File: config.mk
export PLATFORM = sky130hd
export DESIGN_NAME = alu_share_arbiter
export DESIGN_NICKNAME = d
export VERILOG_FILES = /design/src/rtl/alu_share_arbiter.sv
export SDC_FILE = /design/constraint.sdc
export NUM_CORES = 1
export LEC_CHECK = 0
export CAP_MARGIN = 0
export CORE_ASPECT_RATIO = 0.9
export CORE_UTILIZATION = 57
export CTS_CLUSTER_DIAMETER = 80
export CTS_CLUSTER_SIZE = 14
export DETAILED_ROUTE_END_ITERATION = 10
export PLACE_DENSITY = 0.89
export SETUP_SLACK_MARGIN = 0.4
export SYNTH_ARGS = -nofsm -noshare
export SYNTH_HDL_FRONTEND = slang
export SYNTH_SLANG_ARGS = --single-unit
File: constraint.sdc
create_clock -name clk -period 9.66 [get_ports clk]
set_input_delay 1.449 -clock clk [delete_from_list [all_inputs] [get_ports clk]]
set_output_delay 1.449 -clock clk [all_outputs]
set_load 0.01 [all_outputs]
File: src/rtl/alu_share_arbiter.sv
// Two-requester round-robin front end for a single shared 32-bit ADD/SUB/AND/OR ALU.
// Results are registered into a 1-deep response buffer tagged with the requester id.
module alu_share_arbiter #(
    parameter int WIDTH     = 32,
    parameter bit PRIO_INIT = 1'b0
) (
    input  logic             clk,
    input  logic             rst,
    input  logic             r0_valid,
    output logic             r0_ready,
    input  logic [WIDTH-1:0] r0_a,
    input  logic [WIDTH-1:0] r0_b,
    input  logic [2:0]       r0_ctrl,
    input  logic             r1_valid,
    output logic             r1_ready,
    input  logic [WIDTH-1:0] r1_a,
    input  logic [WIDTH-1:0] r1_b,
    input  logic [2:0]       r1_ctrl,
    output logic             rsp_valid,
    input  logic             rsp_ready,
    output logic             rsp_id,
    output logic [WIDTH-1:0] rsp_result,
    output logic             rsp_zero
);

    typedef enum logic [0:0] {
        ST_IDLE = 1'b0,
        ST_HOLD = 1'b1
    } state_t;

    state_t           state_r;
    state_t           state_nxt_s;
    logic             last_grant_r;
    logic             grant_valid_s;
    logic             grant_id_s;
    logic             can_accept_s;
    logic             accept_s;
    logic             rsp_valid_s;
    logic [WIDTH-1:0] sel_a_s;
    logic [WIDTH-1:0] sel_b_s;
    logic [1:0]       sel_op_s;
    logic [WIDTH-1:0] alu_res_s;
    logic [WIDTH-1:0] result_r;
    logic             zero_r;
    logic             id_r;
    logic             unused_ctrl_s;

    // ctrl[2] carries no meaning for this ALU
    assign unused_ctrl_s = r0_ctrl[2] ^ r1_ctrl[2];

    function automatic logic [WIDTH-1:0] alu_compute(
        input logic [WIDTH-1:0] a,
        input logic [WIDTH-1:0] b,
        input logic [1:0]       op
    );
        logic [WIDTH-1:0] res;
        case (op)
            2'b00:   res = a + b;
            2'b01:   res = a + ~b + {{(WIDTH-1){1'b0}}, 1'b1};
            2'b10:   res = a & b;
            2'b11:   res = a | b;
            default: res = {WIDTH{1'b0}};
        endcase
        return res;
    endfunction

    // Round-robin grant: a conflict goes to whoever did not win last time
    always_comb begin
        grant_valid_s = r0_valid | r1_valid;
        if (r0_valid && r1_valid) begin
            grant_id_s = ~last_grant_r;
        end else if (r1_valid) begin
            grant_id_s = 1'b1;
        end else begin
            grant_id_s = 1'b0;
        end
    end

    // Operand mux and ALU evaluation for the granted requester
    always_comb begin
        if (grant_id_s) begin
            sel_a_s  = r1_a;
            sel_b_s  = r1_b;
            sel_op_s = r1_ctrl[1:0];
        end else begin
            sel_a_s  = r0_a;
            sel_b_s  = r0_b;
            sel_op_s = r0_ctrl[1:0];
        end
        alu_res_s = alu_compute(sel_a_s, sel_b_s, sel_op_s);
    end

    assign accept_s   = can_accept_s & grant_valid_s;
    assign r0_ready   = accept_s & ~grant_id_s;
    assign r1_ready   = accept_s & grant_id_s;
    assign rsp_valid  = rsp_valid_s;
    assign rsp_id     = id_r;
    assign rsp_result = result_r;
    assign rsp_zero   = zero_r;

    // FSM state register
    always_ff @(posedge clk or posedge rst) begin
        if (rst) begin
            state_r <= ST_IDLE;
        end else begin
            state_r <= state_nxt_s;
        end
    end

    // FSM next-state: HOLD persists while the buffer is full or being refilled
    always_comb begin
        state_nxt_s = state_r;
        case (state_r)
            ST_IDLE: begin
                if (accept_s) begin
                    state_nxt_s = ST_HOLD;
                end else begin
                    state_nxt_s = ST_IDLE;
                end
            end
            ST_HOLD: begin
                if (rsp_ready && !accept_s) begin
                    state_nxt_s = ST_IDLE;
                end else begin
                    state_nxt_s = ST_HOLD;
                end
            end
            default: state_nxt_s = ST_IDLE;
        endcase
    end

    // FSM outputs: buffer occupancy and whether a new op may enter this cycle
    always_comb begin
        rsp_valid_s  = 1'b0;
        can_accept_s = 1'b0;
        case (state_r)
            ST_IDLE: begin
                rsp_valid_s  = 1'b0;
                can_accept_s = 1'b1;
            end
            ST_HOLD: begin
                rsp_valid_s  = 1'b1;
                can_accept_s = rsp_ready;
            end
            default: begin
                rsp_valid_s  = 1'b0;
                can_accept_s = 1'b0;
            end
        endcase
    end

    // Response buffer and round-robin history, loaded only on acceptance
    always_ff @(posedge clk or posedge rst) begin
        if (rst) begin
            result_r     <= {WIDTH{1'b0}};
            zero_r       <= 1'b0;
            id_r         <= 1'b0;
            last_grant_r <= ~PRIO_INIT;
        end else if (accept_s) begin
            result_r     <= alu_res_s;
            zero_r       <= (alu_res_s == {WIDTH{1'b0}});
            id_r         <= grant_id_s;
            last_grant_r <= grant_id_s;
        end else begin
            result_r     <= result_r;
            zero_r       <= zero_r;
            id_r         <= id_r;
            last_grant_r <= last_grant_r;
        end
    end

endmodule
==> qor.csv <==
stage,metric,value,unit
power_and_ir_drop,power,1280,uW
critical_path,cp.arrival,7.00,ns
cts,htree_levels,2,
synthesis,syn_area,7580,um^2
critical_path,cp_cell_sequence,clkdlybuf4s50_1 -> a21boi_4 -> buf_4 -> mux2_2 -> ha_1 -> fa_1 -> a21o_1 -> nor2b_1 -> o311ai_2 -> nand2b_1 -> a2111o_1 -> a2111oi_0 -> nand4_1 -> nor4_1 -> nand4b_1 -> nand2_1,
floorplanning,io_pins,176,
synthesis,yosysTopAreaCell,ha_1,
floorplanning,dieArea,13800,um^2
sta,fin_worst_skew,0.00278,ns
cts,cts_resized,0,
critical_path,slowest_stage,a2111oi_0,
final_layout,nets,1381,
routing,drt-wirelength-per-cell,19.0,um
final_layout,drive_gt1_share,11.3,%
routing,firstDrtPassIters,6,
sta,fin_hold_ws,0.465,ns
global_routing,use_met1,49.5,%
final_layout,antenna_cells,0,
sta,fmax,148,MHz
critical_path,end_kind,flip-flop,
sta,fin_crit,6.77,ns
synthesis,synth_fp_nets,1244,
sta,tns,0,ns
placed_design,placed_area,9370,um^2
sta,report.final.slew_viol_count,0,
routing,drtAntennaViolNets,0,
sta,grt_setup_unrepaired,false,
synthesis,synth_most_common_cell,nand2_1,
sta,finalSetupViolations,0,
placed_design,port_buffers,173,
final_layout,syn_to_final_growth,25.9,%
power_and_ir_drop,ir_worst_vdd,0.0000848,V
critical_path,rr_worst_depth,15,
synthesis,yosys_warnings,0,
synthesis,async_flop_share,100,%
cts,clock-sinks,36,
job,drv_cap,0,
critical_path,r2r-end,rsp_zero$_DFFE_PP0P_,
floorplanning,core_area,12800,um^2
synthesis,netlist_instances,1008,
hold_path,holdPathEnd,rsp_result[13]$_DFFE_PP0P_,
sta,fin_crit_sh,70.1,%
global_routing,overflow,0,
critical_path,worstPathRequired,9.89,ns
cts,cts_setup_buffers,0,
sta,worst_pin_slew,0.919,ns
global_routing,grt_util_met3,8.30,%
synthesis,synth_area_leaders,"ha_1, dfrtp_1, mux2_2",
critical_path,path_class,input port to flip-flop,
synthesis,synth_commonest_cells,"nand2_1, ha_1, inv_1",
final_layout,instances_no_fill,1310,
final_layout,fin_area,9540,um^2
synthesis,syn_avg_cell_area,7.52,um^2
global_routing,grt_pass1_vias,7858,
cts,cts-buffers-inserted,5,
power_and_ir_drop,p_leak,0.00414,uW
critical_path,r2r-start,last_grant_r$_DFFE_PP1P_,
hold_path,min-delay-path-class,flip-flop to flip-flop,
floorplanning,fp-row-count,39,
synthesis,synth_top_area_share,15.7,%
synthesis,synth_edf_count,0,
critical_path,path_delay_family,compound AO/OA/AOI/OAI gates,
floorplanning,start_util,59.0,%
routing,routed_via_density,6.47,
hold_path,min-delay-start,rsp_result[13]$_DFFE_PP0P_,
floorplanning,die_w,124,um
routing,drc,0,
critical_path,slowest_delay,0.71,ns
sta,finalHoldViolCount,0,
placed_design,dp.cells,1302,
global_routing,met2_usage,56.0,%
critical_path,r2r_slack,4.30,ns
routing,routed_wl,24.9,mm
cts,cts_hold_buf,0,
critical_path,critPathLaunchType,input port,
routing,drt_iter0_drc,890,
sta,relSlewSlack,37.1,%
placed_design,gp_congestion,0.991,
cts,insertion_delay,0.29,ns
hold_path,whs_path_depth,2,
status,status,"complete, no violations",
cts,cts_root_buffer,clkbuf_16,
critical_path,worst-path-max-fanout,37,
power_and_ir_drop,power.density,134,nW/um^2
global_routing,grt_usage,36.4,%
cts,cts_tree,done,
cts,cts.clk_slew.worst_paths,0.06,ns
critical_path,critPathBufInv,2,
synthesis,ys_ff_latch,36,
global_routing,antenna_found_initial,1,
routing,num_vias,8473,
cts,clockBufferDepth,2,
placed_design,hpwl,19.3,mm
global_routing,grt_busiest_layer,met2,
synthesis,dominantRegCellSynth,dfrtp_1,
synthesis,synth_cell_type_count,97,
floorplanning,die_h,111,um
synthesis,synth-seq-area-share,11.9,%
global_routing,grt_max_degree,42,
global_routing,grt_first_pass_wirelength,39.6,mm
## state kept, by name, summed over array words and instances, names as in the netlist
register      flops
last_grant_r      1
rsp_id            1
rsp_result       32
rsp_zero          1
state_r           1
## per-stage QoR
stage               util [%]  setup WS [ns]
floorplan                  -           3.85
global placement        73.0           2.81
detailed placement      73.0           2.79
CTS                     74.3           3.03
global route            74.3           2.65
finish                  74.3           2.89
## kinds of logic (layout without fill, tap and decap cells)
kind of cell    count (synthesis)  count (layout)  synth area share, %
compound gates                300             300                 28.8
simple gates                  335             335                 21.8
mux                            85              85                 12.4
buf+inv                       147             285                 7.88
xor+xnor                        8               8                0.925
fa+ha+maj                      97              97                 16.2
flops                          36              36                 11.9
## area by class of cell
class | instances | area (um^2)
fill | 1025 | 3300
sequential | 36 | 902
timing repair buffer | 183 | 1810
clock buffer | 5 | 125
clock inverter | 3 | 42.5
tap | 164 | 205
multi-input combinational | 825 | 6100
inverter | 94 | 353
## where the power goes
group,switching (uW),total (uW),leakage [uW],internal (uW)
clock,70.4,192,0.0000798,121
sequential,22.2,213,0.000429,190
combinational,502,877,0.00363,376
total,595,1280,0.00414,687
## how the worst max path moves through the flow
stage          slack [ns]                         end  cells after the start      from
2_1_floorplan        3.85  rsp_result[30]$_DFFE_PP0P_                     17  r1_valid
3_3_place_gp         2.81        rsp_zero$_DFFE_PP0P_                     16  r1_valid
3_5_place_dp         2.79        rsp_zero$_DFFE_PP0P_                     16  r1_valid
4_1_cts              3.03        rsp_zero$_DFFE_PP0P_                     16  r1_valid
5_1_grt              2.65        rsp_zero$_DFFE_PP0P_                     17  r1_valid
6_report             2.89        rsp_zero$_DFFE_PP0P_                     16  r1_valid
## cells in the final DEF (no fill, tap or decap), types with 8 or more instances in the layout
cell type / n
nor2b_1: 16
o211ai_1: 21
nor2_1: 80
nor3_1: 27
o31ai_1: 9
nand4_1: 8
nand2b_1: 15
o21ai_0: 49
nor4_1: 17
a221oi_1: 9
mux2_2: 68
ha_1: 95
a211o_1: 8
inv_1: 90
mux2i_1: 14
a21oi_1: 60
nand2_1: 105
nand3_1: 14
o21bai_1: 10
dfrtp_1: 35
a21o_1: 16
buf_4: 10
clkdlybuf4s50_1: 173
a211oi_1: 26
## worst min-delay path, stage by stage (launching register included)
cell and delay (ns):
dfrtp_1 0.34, nand2_1 0.05, nand2_1 0.05
## routing by layer
layer / vias up / wire length [um] / share of wire [%]
met4: 2 / 711 / 2.9
met2: 535 / 10800 / 44
li1: 3957 / - / -
met1: 3906 / 10200 / 41
met3: 73 / 3160 / 13
met5: - / 13 / 0.052
No activity file was read; power rests on OpenSTA's default activity.
